File: config.mk
export PLATFORM = sky130hd
export DESIGN_NAME = fetch_bundle_queue
export DESIGN_NICKNAME = d
export VERILOG_FILES = /design/src/rtl/fetch_bundle_queue.sv
export SDC_FILE = /design/constraint.sdc
export NUM_CORES = 1
export LEC_CHECK = 0
export ABC_AREA = 1
export BUFFER_PORTS_ARGS = -buffer_cell sky130_fd_sc_hd__buf_4
export CORE_MARGIN = 2
export CORE_UTILIZATION = 52
export DETAILED_ROUTE_END_ITERATION = 8
export HOLD_SLACK_MARGIN = 0.06
export PLACE_DENSITY = 0.79
export REMOVE_ABC_BUFFERS = 1
export SYNTH_ARGS = -nofsm -noshare
export SYNTH_HDL_FRONTEND = slang
export SYNTH_SLANG_ARGS = --single-unit
File: constraint.sdc
create_clock -name clk -period 12.9 [get_ports clk]
set_input_delay 1.29 -clock clk [delete_from_list [all_inputs] [get_ports clk]]
set_output_delay 1.29 -clock clk [all_outputs]
set_load 0.01 [all_outputs]
File: src/rtl/fetch_bundle_queue.sv
// fetch_bundle_queue: circular queue of 4-wide fetch bundles between fetch and decode; define NOP_SLOT_SQUASH_EN to mark all-zero instruction slots invalid
module fetch_bundle_queue #(
  parameter int DEPTH = 2
) (
  input  logic                         clk,
  input  logic                         rst_n,
  input  logic                         flush,
  input  logic                         fetch_vld,
  input  logic [63:0]                  pc_in,
  input  logic [63:0]                  inst_in,
  input  logic [63:0]                  recv_pc_in,
  input  logic [3:0]                   pred_in,
  output logic                         fetch_rdy,
  input  logic                         dec_rdy,
  output logic                         dec_vld,
  output logic [63:0]                  pc_out,
  output logic [63:0]                  inst_out,
  output logic [63:0]                  recv_pc_out,
  output logic [3:0]                   pred_out,
  output logic [3:0]                   slot_vld,
  output logic [$clog2(DEPTH+1)-1:0]   count
);
  localparam int PW = $clog2(DEPTH);
  localparam int CW = $clog2(DEPTH+1);
  localparam logic [CW-1:0] FULL = CW'(DEPTH);
  logic [195:0]  mem [DEPTH];
  logic [PW-1:0] wr_ptr, rd_ptr;
  logic          push, pop;
  assign fetch_rdy = count != FULL;
  assign dec_vld   = count != '0;
  assign push      = fetch_vld & fetch_rdy & ~flush;
  assign pop       = dec_vld & dec_rdy & ~flush;
  assign {pc_out, inst_out, recv_pc_out, pred_out} = dec_vld ? mem[rd_ptr] : 196'd0;
`ifdef NOP_SLOT_SQUASH_EN
  for (genvar i = 0; i < 4; i++) begin : g_slot
    assign slot_vld[i] = dec_vld & (inst_out[16*i +: 16] != 16'h0000);
  end
`else
  assign slot_vld = {4{dec_vld}};
`endif
  // pointer and occupancy bookkeeping; flush empties the queue and beats any push/pop
  always_ff @(posedge clk or negedge rst_n) begin
    if (!rst_n) begin
      wr_ptr <= '0;
      rd_ptr <= '0;
      count  <= '0;
    end else if (flush) begin
      wr_ptr <= '0;
      rd_ptr <= '0;
      count  <= '0;
    end else begin
      if (push) wr_ptr <= wr_ptr + PW'(1);
      if (pop) rd_ptr <= rd_ptr + PW'(1);
      count <= count + CW'(push) - CW'(pop);
    end
  end
  // bundle storage; contents are never cleared, validity comes from count
  always_ff @(posedge clk) begin
    if (push) mem[wr_ptr] <= {pc_in, inst_in, recv_pc_in, pred_in};
  end
endmodule
==> impl_metrics.json, run 1 <==
{
  "endpoint_kind": "output pin",
  "cts_tree": "yes",
  "grt_pass1_vias": 9771,
  "overflow": 0,
  "relSlewSlack": 0.2409,
  "final_common_cell": "buf_4",
  "layout_common_cells": "buf_4, nand2_1, edfxtp_1",
  "die_area_um2": 30340,
  "setup-tns-final_ns": 0,
  "cts_max_level": 2,
  "fmax_mhz": 201.7,
  "die_h_um": 174.2,
  "die_width_um": 174.2,
  "finalWeightedCongestion": 0.8193,
  "p_clk_frac": 0.326,
  "min_path_type": "in2async",
  "portBuffers": 404,
  "cts_setup_buffers": 0,
  "grt_usage": 0.2178,
  "rsz0062_at_grt": "false",
  "crit_fanout": 105,
  "ant_nets": 0,
  "dr.pass1.iters": 7,
  "cts_resized": 0,
  "syn_area_um2": 15060,
  "io_pins": 405,
  "wire_per_inst_um": 18.24,
  "fin_worst_skew_ns": 0.01096,
  "drv_slew": 0,
  "cap_violations": 0,
  "antenna_found_initial": 1,
  "num_rows": 62,
  "remaining_drc_errors": 0,
  "hpwl_mm": 21.52,
  "critPathArrivalTime_ns": 3.67,
  "core_area_um2": 28630,
  "dr_total_vias": 9801,
  "final.period_utilization": 0.3843,
  "status": "finished clean",
  "synth.area.top_cells": "edfxtp_1, nand2_1, a21oi_1",
  "finalPower_mw": 3.128,
  "syn_inst": 1084,
  "pwr_density_cell_nw_per_um2": 162.1,
  "ys_types": 19,
  "min_period_ns": 4.958,
  "drive_gt1_frac": 0.3240,
  "synth_top_area_frac": 0.7815,
  "yosysSeqAreaShare": 0.7882,
  "syn_avg_cell_area_um2": 13.89,
  "totalWireLength_mm": 34.34,
  "syn2layout_area_growth_pct": 28.14,
  "cts_root_buf": "clkbuf_16",
  "cts-buffers-inserted": 40,
  "combPwrFrac": 0.190,
  "power.internal_mw": 2.310,
  "synth_seq_cells": 396,
  "netSwitchingFraction": 0.2613,
  "nets": 1673,
  "clkLatencyLatePin_ns": 0.51,
  "crit_type": "reg2out",
  "drt_iter0_markers": 894,
  "start_util": 0.5262,
  "cts.hold.buffers_added": 0,
  "power.switching_mw": 0.8172,
  "leakage_nw": 7.520,
  "seq_power_share": 0.484,
  "yosys_warnings": 0,
  "num-fill-cells": 2017,
  "grt_max_degree": 122,
  "setup_viol": 0,
  "hold_viol": 0,
  "cp.required_ns": 11.61,
  "yosys.area.top_type": "edfxtp_1",
  "clock-sinks": 396,
  "vdd_drop_max_uv": 109.6,
  "tightest_slew_ns": 1.139,
  "via_per_inst": 5.208,
  "grt_pass1_wl_mm": 51.69,
  "clockBufferDepth": 3,
  "crit_path_start_kind": "flip-flop",
  "cts.clk_slew.worst_paths_ns": 0.06
}
[Yosys cell counts]
library cell,number
nor2_1,4
nand3_1,2
buf_4,19
nand4_1,2
inv_1,7
a21oi_1,178
o21ai_0,1
nand2_1,400
nand2_4,1
buf_6,19
a21oi_2,19
ha_1,2
dfrtp_1,4
a21boi_0,1
buf_2,29
edfxtp_1,392
inv_4,1
inv_2,2
clkbuf_1,1
[kinds of logic (layout without fill, tap and decap cells)]
kind of cell | after synthesis | in the layout | share of synthesized area
buf+inv | 78 | 491 | 0.03622
other cells | 0 | 1 | 0
simple gates | 409 | 409 | 0.1029
flops | 396 | 396 | 0.7882
fa+ha+maj | 2 | 2 | 0.001661
compound gates | 199 | 199 | 0.07102
[final cells by class]
cell class                 instances  area, um2  share of cell area
antenna                            1      2.502           0.0001297
clock buffer                      58       1090             0.05647
clock inverter                    11      51.30            0.002658
inverter                          10      55.05            0.002853
multi-input combinational        610       2653              0.1374
sequential                       396      11880              0.6153
tap                              384      480.5             0.02489
timing repair buffer             412       3093              0.1603
[worst max-delay path: stages, from the launching register on]
cell and delay, ns:
dfrtp_4 0.75, inv_6 0.65, buf_4 0.94, nand2_1 0.18
a21oi_1 0.29, buf_4 0.17
[final timing paths]
path / from / end / slack [ns] / cells after the start
hold / removal: rst_n / count[0]$_DFF_PN0_ / 0.57 / 1
setup / recovery: rd_ptr$_DFFE_PN0P_ / pc_out[62] / 7.94 / 5
max in group asynchronous: rst_n / rd_ptr$_DFFE_PN0P_ / 12.21 / 1
min in group clk: wr_ptr$_DFFE_PN0P_ / wr_ptr$_DFFE_PN0P_ / 0.58 / 2
hold reg to reg: wr_ptr$_DFFE_PN0P_ / wr_ptr$_DFFE_PN0P_ / 0.58 / 2
setup reg to reg: count[0]$_DFF_PN0_ / mem[1][26]$_DFFE_PP_ / 9.88 / 6
[power groups by stage]
| stage | Combinational, mW | Clock, mW | Sequential, mW |
|---|---|---|---|
| 5_1_grt | 0.643 | 1.08 | 1.52 |
| 4_1_cts | 0.599 | 1.04 | 1.51 |
| 3_3_place_gp | 0.586 | 0 | 1.54 |
| 2_1_floorplan | 0.279 | 0 | 1.56 |
| 3_5_place_dp | 0.595 | 0 | 1.54 |
| 6_report | 0.593 | 1.02 | 1.51 |
[routing by layer]
metal / global-route usage / up-vias / part of all wire / wire (um)
met1: 0.2590 / 4708 / 0.36 / 12340
met5: 0 / - / 0 / 0
met4: 0.09349 / 0 / 0.042 / 1455
li1: - / 4591 / - / -
met3: 0.06299 / 84 / 0.089 / 3050
met2: 0.3714 / 418 / 0.51 / 17490
[sequential cells by signal, summed over array words and instances, names as in the netlist]
name,count
rd_ptr,1
count,2
wr_ptr,1
mem,392
[metrics by stage]
| step | setup slack (ns) | cell area [um2] | hold slack, ns | instances | util |
|---|---|---|---|---|---|
| finish | 7.942 | 19300 | 0.5711 | 1882 | 0.6742 |
| global placement | 8.618 | 18160 | 0.5506 | 1812 | 0.6343 |
| detailed placement | 8.591 | 18160 | 0.5582 | 1812 | 0.6343 |
| global route | 7.789 | 19300 | 0.5470 | 1882 | 0.6742 |
| CTS | 7.967 | 19300 | 0.5511 | 1881 | 0.6741 |
| floorplan | 2.433 | 14560 | 0.5261 | 1016 | - |
No activity file was read; power rests on OpenSTA's default activity.
==> run 2: changes to the inputs <==
Settings changed: ABC_AREA 1 to 0, CORE_UTILIZATION 52 to 47, PLACE_DENSITY 0.79 to 0.75.
Clock period 12.9 ns to 4 ns, I/O delays scaled along.
==> run 2 against run 1 <==
Effect of this change: global-route usage fell by 0.87 points; clock skew rose by 0.0012 ns; register-to-register slack got worse by 8.4 ns; final cell count rose by 1.2%; worst setup slack got worse by 6.7 ns; die area rose by 11%; synthesized area rose by 0.22%; worst hold slack got worse by 0.49 ns; first-iteration DRC count fell by 45%; sequential share of layout area fell by 7.0 points; critical path depth fell by 1; synthesized cell count fell by 21%; critical path type unchanged; critical endpoint is now pc_out[41]; largest cell class unchanged.
==> impl_metrics.json, run 2 <==
{
  "status": "finished clean",
  "power.internal_mw": 8.014,
  "yosys_warnings": 0,
  "dr_total_vias": 9615,
  "leakage_nw": 8.159,
  "final_core_util": 0.6898,
  "crit_path_start_kind": "flip-flop",
  "finalPower_mw": 10.79,
  "fmax_mhz": 357.6,
  "setup_viol": 0,
  "clock-sinks": 396,
  "critPathSlowestCell": "dfrtp_4",
  "syn_area_um2": 15090,
  "drv_slew": 0,
  "die_area_um2": 33570,
  "synth.area.top_cells": "edfxtp_1, mux2i_1, nor2_1",
  "cts_tree": "yes",
  "crit_fanout": 46,
  "crit_type": "reg2out",
  "p_clk_frac": 0.334,
  "overflow": 0,
  "cts.clk_slew.worst_paths_ns": 0.06,
  "synth_common_cells": "edfxtp_1, nor2_1, mux2i_1",
  "worst-path-buf-inv": 2,
  "remaining_drc_errors": 0,
  "final.period_utilization": 0.6992,
  "nets": 1674,
  "yosys.area.top_type": "edfxtp_1",
  "place_area_um2": 18550,
  "num_rows": 65,
  "drt_iter0_markers": 490,
  "final_area_um2": 21770,
  "die_h_um": 183.2,
  "synth_enable_flop_cells": 392,
  "cp.required_ns": 3.60,
  "whs_ns": 0.08393,
  "yosysSeqAreaShare": 0.7865,
  "rsz0062_at_grt": "false",
  "syn_inst": 856,
  "combPwrFrac": 0.212,
  "ys_types": 21,
  "hpwl_mm": 21.67,
  "vdd_drop_max_uv": 440.7,
  "fin_worst_skew_ns": 0.01211,
  "clockBufferDepth": 3,
  "syn_avg_cell_area_um2": 17.63,
  "rrSetupSlack_ns": 1.53,
  "cp_top_family": "flip-flops",
  "grt_pass1_vias": 10280,
  "largest_register": "mem",
  "synth_seq_cells": 396,
  "grt_max_degree": 103,
  "largest_reg_flops": 392,
  "final_common_cell": "buf_4",
  "start_util": 0.4784,
  "pwr_density_cell_nw_per_um2": 495.7,
  "power.switching_mw": 2.776,
  "totalWireLength_mm": 36.19,
  "netSwitchingFraction": 0.2573,
  "largestRegisters": "mem x392, count x2",
  "layout_common_cells": "buf_4, edfxtp_1, nor2_1",
  "ant_nets": 0,
  "finalWeightedCongestion": 0.7876,
  "min_path_type": "in2reg",
  "tightest_slew_ns": 1.100,
  "cts_resized": 0,
  "grt_pass1_wl_mm": 54.31,
  "endpoint_kind": "output pin",
  "grt_usage": 0.2092,
  "synth.most_common_cell": "edfxtp_1",
  "drive_gt1_frac": 0.3213,
  "core_area_um2": 31560,
  "synth_top_area_frac": 0.7798,
  "wire_per_inst_um": 19.01,
  "relSlewSlack": 0.2648,
  "die_width_um": 183.2,
  "dr.pass1.iters": 5,
  "portBuffers": 404,
  "via_per_inst": 5.050,
  "antenna_found_initial": 2,
  "setup-tns-final_ns": 0,
  "seq_power_share": 0.454,
  "cts_root_buf": "clkbuf_16",
  "synthArstFlopShare": 0.01010,
  "cp_slowest_stage_delay_ns": 0.91,
  "hold_viol": 0,
  "critPathArrivalTime_ns": 2.40,
  "synth-main-ff-cell": "edfxtp_1",
  "cts_max_level": 2,
  "min_period_ns": 2.797,
  "clkLatencyLatePin_ns": 0.52,
  "path_cells": "buf_12, mux2i_1, nor2_1, buf_4",
  "syn2layout_area_growth_pct": 44.21,
  "io_pins": 405,
  "cts-buffers-inserted": 42,
  "cap_violations": 0
}
==> run 2: worst reg2reg max path: stages (launching register included) <==
cell and delay, ns:
dfrtp_1 0.44, nand2b_1 0.19, nand3b_1 0.24, nor2_4 0.90, buf_12 0.36
==> run 2: worst paths after layout <==
check / start / endpoint / cells past startpoint
min in group asynchronous: rst_n / rd_ptr$_DFFE_PN0P_ / 2
max: rd_ptr$_DFFE_PN0P_ / pc_out[41] / 4
min: recv_pc_in[2] / mem[0][6]$_DFFE_PP_ / 1
min reg2reg: wr_ptr$_DFFE_PN0P_ / wr_ptr$_DFFE_PN0P_ / 1
max reg2reg: count[0]$_DFF_PN0_ / mem[0][1]$_DFFE_PP_ / 4
max in group asynchronous: rst_n / rd_ptr$_DFFE_PN0P_ / 2
==> run 2: layout make-up <==
type                            count  area, um2
Inverter                            3      11.26
Fill cell                        2001       9788
Tap cell                          402      503.0
Sequential cell                   396      11880
Multi-Input combinational cell    410       2836
Timing Repair Buffer              618       5260
Antenna cell                        2      5.005
Clock inverter                     18      112.6
Clock buffer                       55       1164
==> run 2: layer usage <==
metal  GRT usage  vias to the layer above  wire length (um)
li1            -                     4406                 -
met1      0.2256                     4752             12860
met2      0.3930                      366             19660
met3     0.05044                       91              2370
met4     0.08320                        0              1309
met5           0                        -                 0
==> run 2: power by group through the flow <==
| stage | Combinational (mW) | Clock, mW | Sequential [mW] |
|---|---|---|---|
| 4_1_cts | 2.28 | 3.66 | 4.90 |
| 2_1_floorplan | 1.14 | 0 | 5.13 |
| 6_report | 2.29 | 3.60 | 4.90 |
| 3_3_place_gp | 2.09 | 0 | 4.97 |
| 3_5_place_dp | 2.11 | 0 | 4.98 |
| 5_1_grt | 2.45 | 3.85 | 4.92 |
==> run 2: cells by family (layout without fill, tap and decap cells) <==
kind of cell               Yosys count  count (layout)  synth area share
AOI/OAI and AO/OA                    3               3          0.001326
xor gates and xnor gates             2               2          0.001161
adders and majority gates            2               2          0.001658
buffers and inverters               50             694           0.02661
DFF                                396             396            0.7865
muxes                              196             196            0.1300
other                                0               2                 0
and+or+nand+nor                    207             207           0.05280
==> run 2: repair_timing <==
item                      in CTS  in global routing
buffers inserted               0                  0
hold buffers                 191                  2
hold endpoints to repair     383                  4
==> run 2: per-stage QoR <==
step / setup WS (ns) / std cells
global route: 1.071 / 1904
detailed placement: 1.509 / 1636
floorplan: -5.738 / 809
global placement: 1.530 / 1636
CTS: 1.166 / 1900
finish: 1.203 / 1904
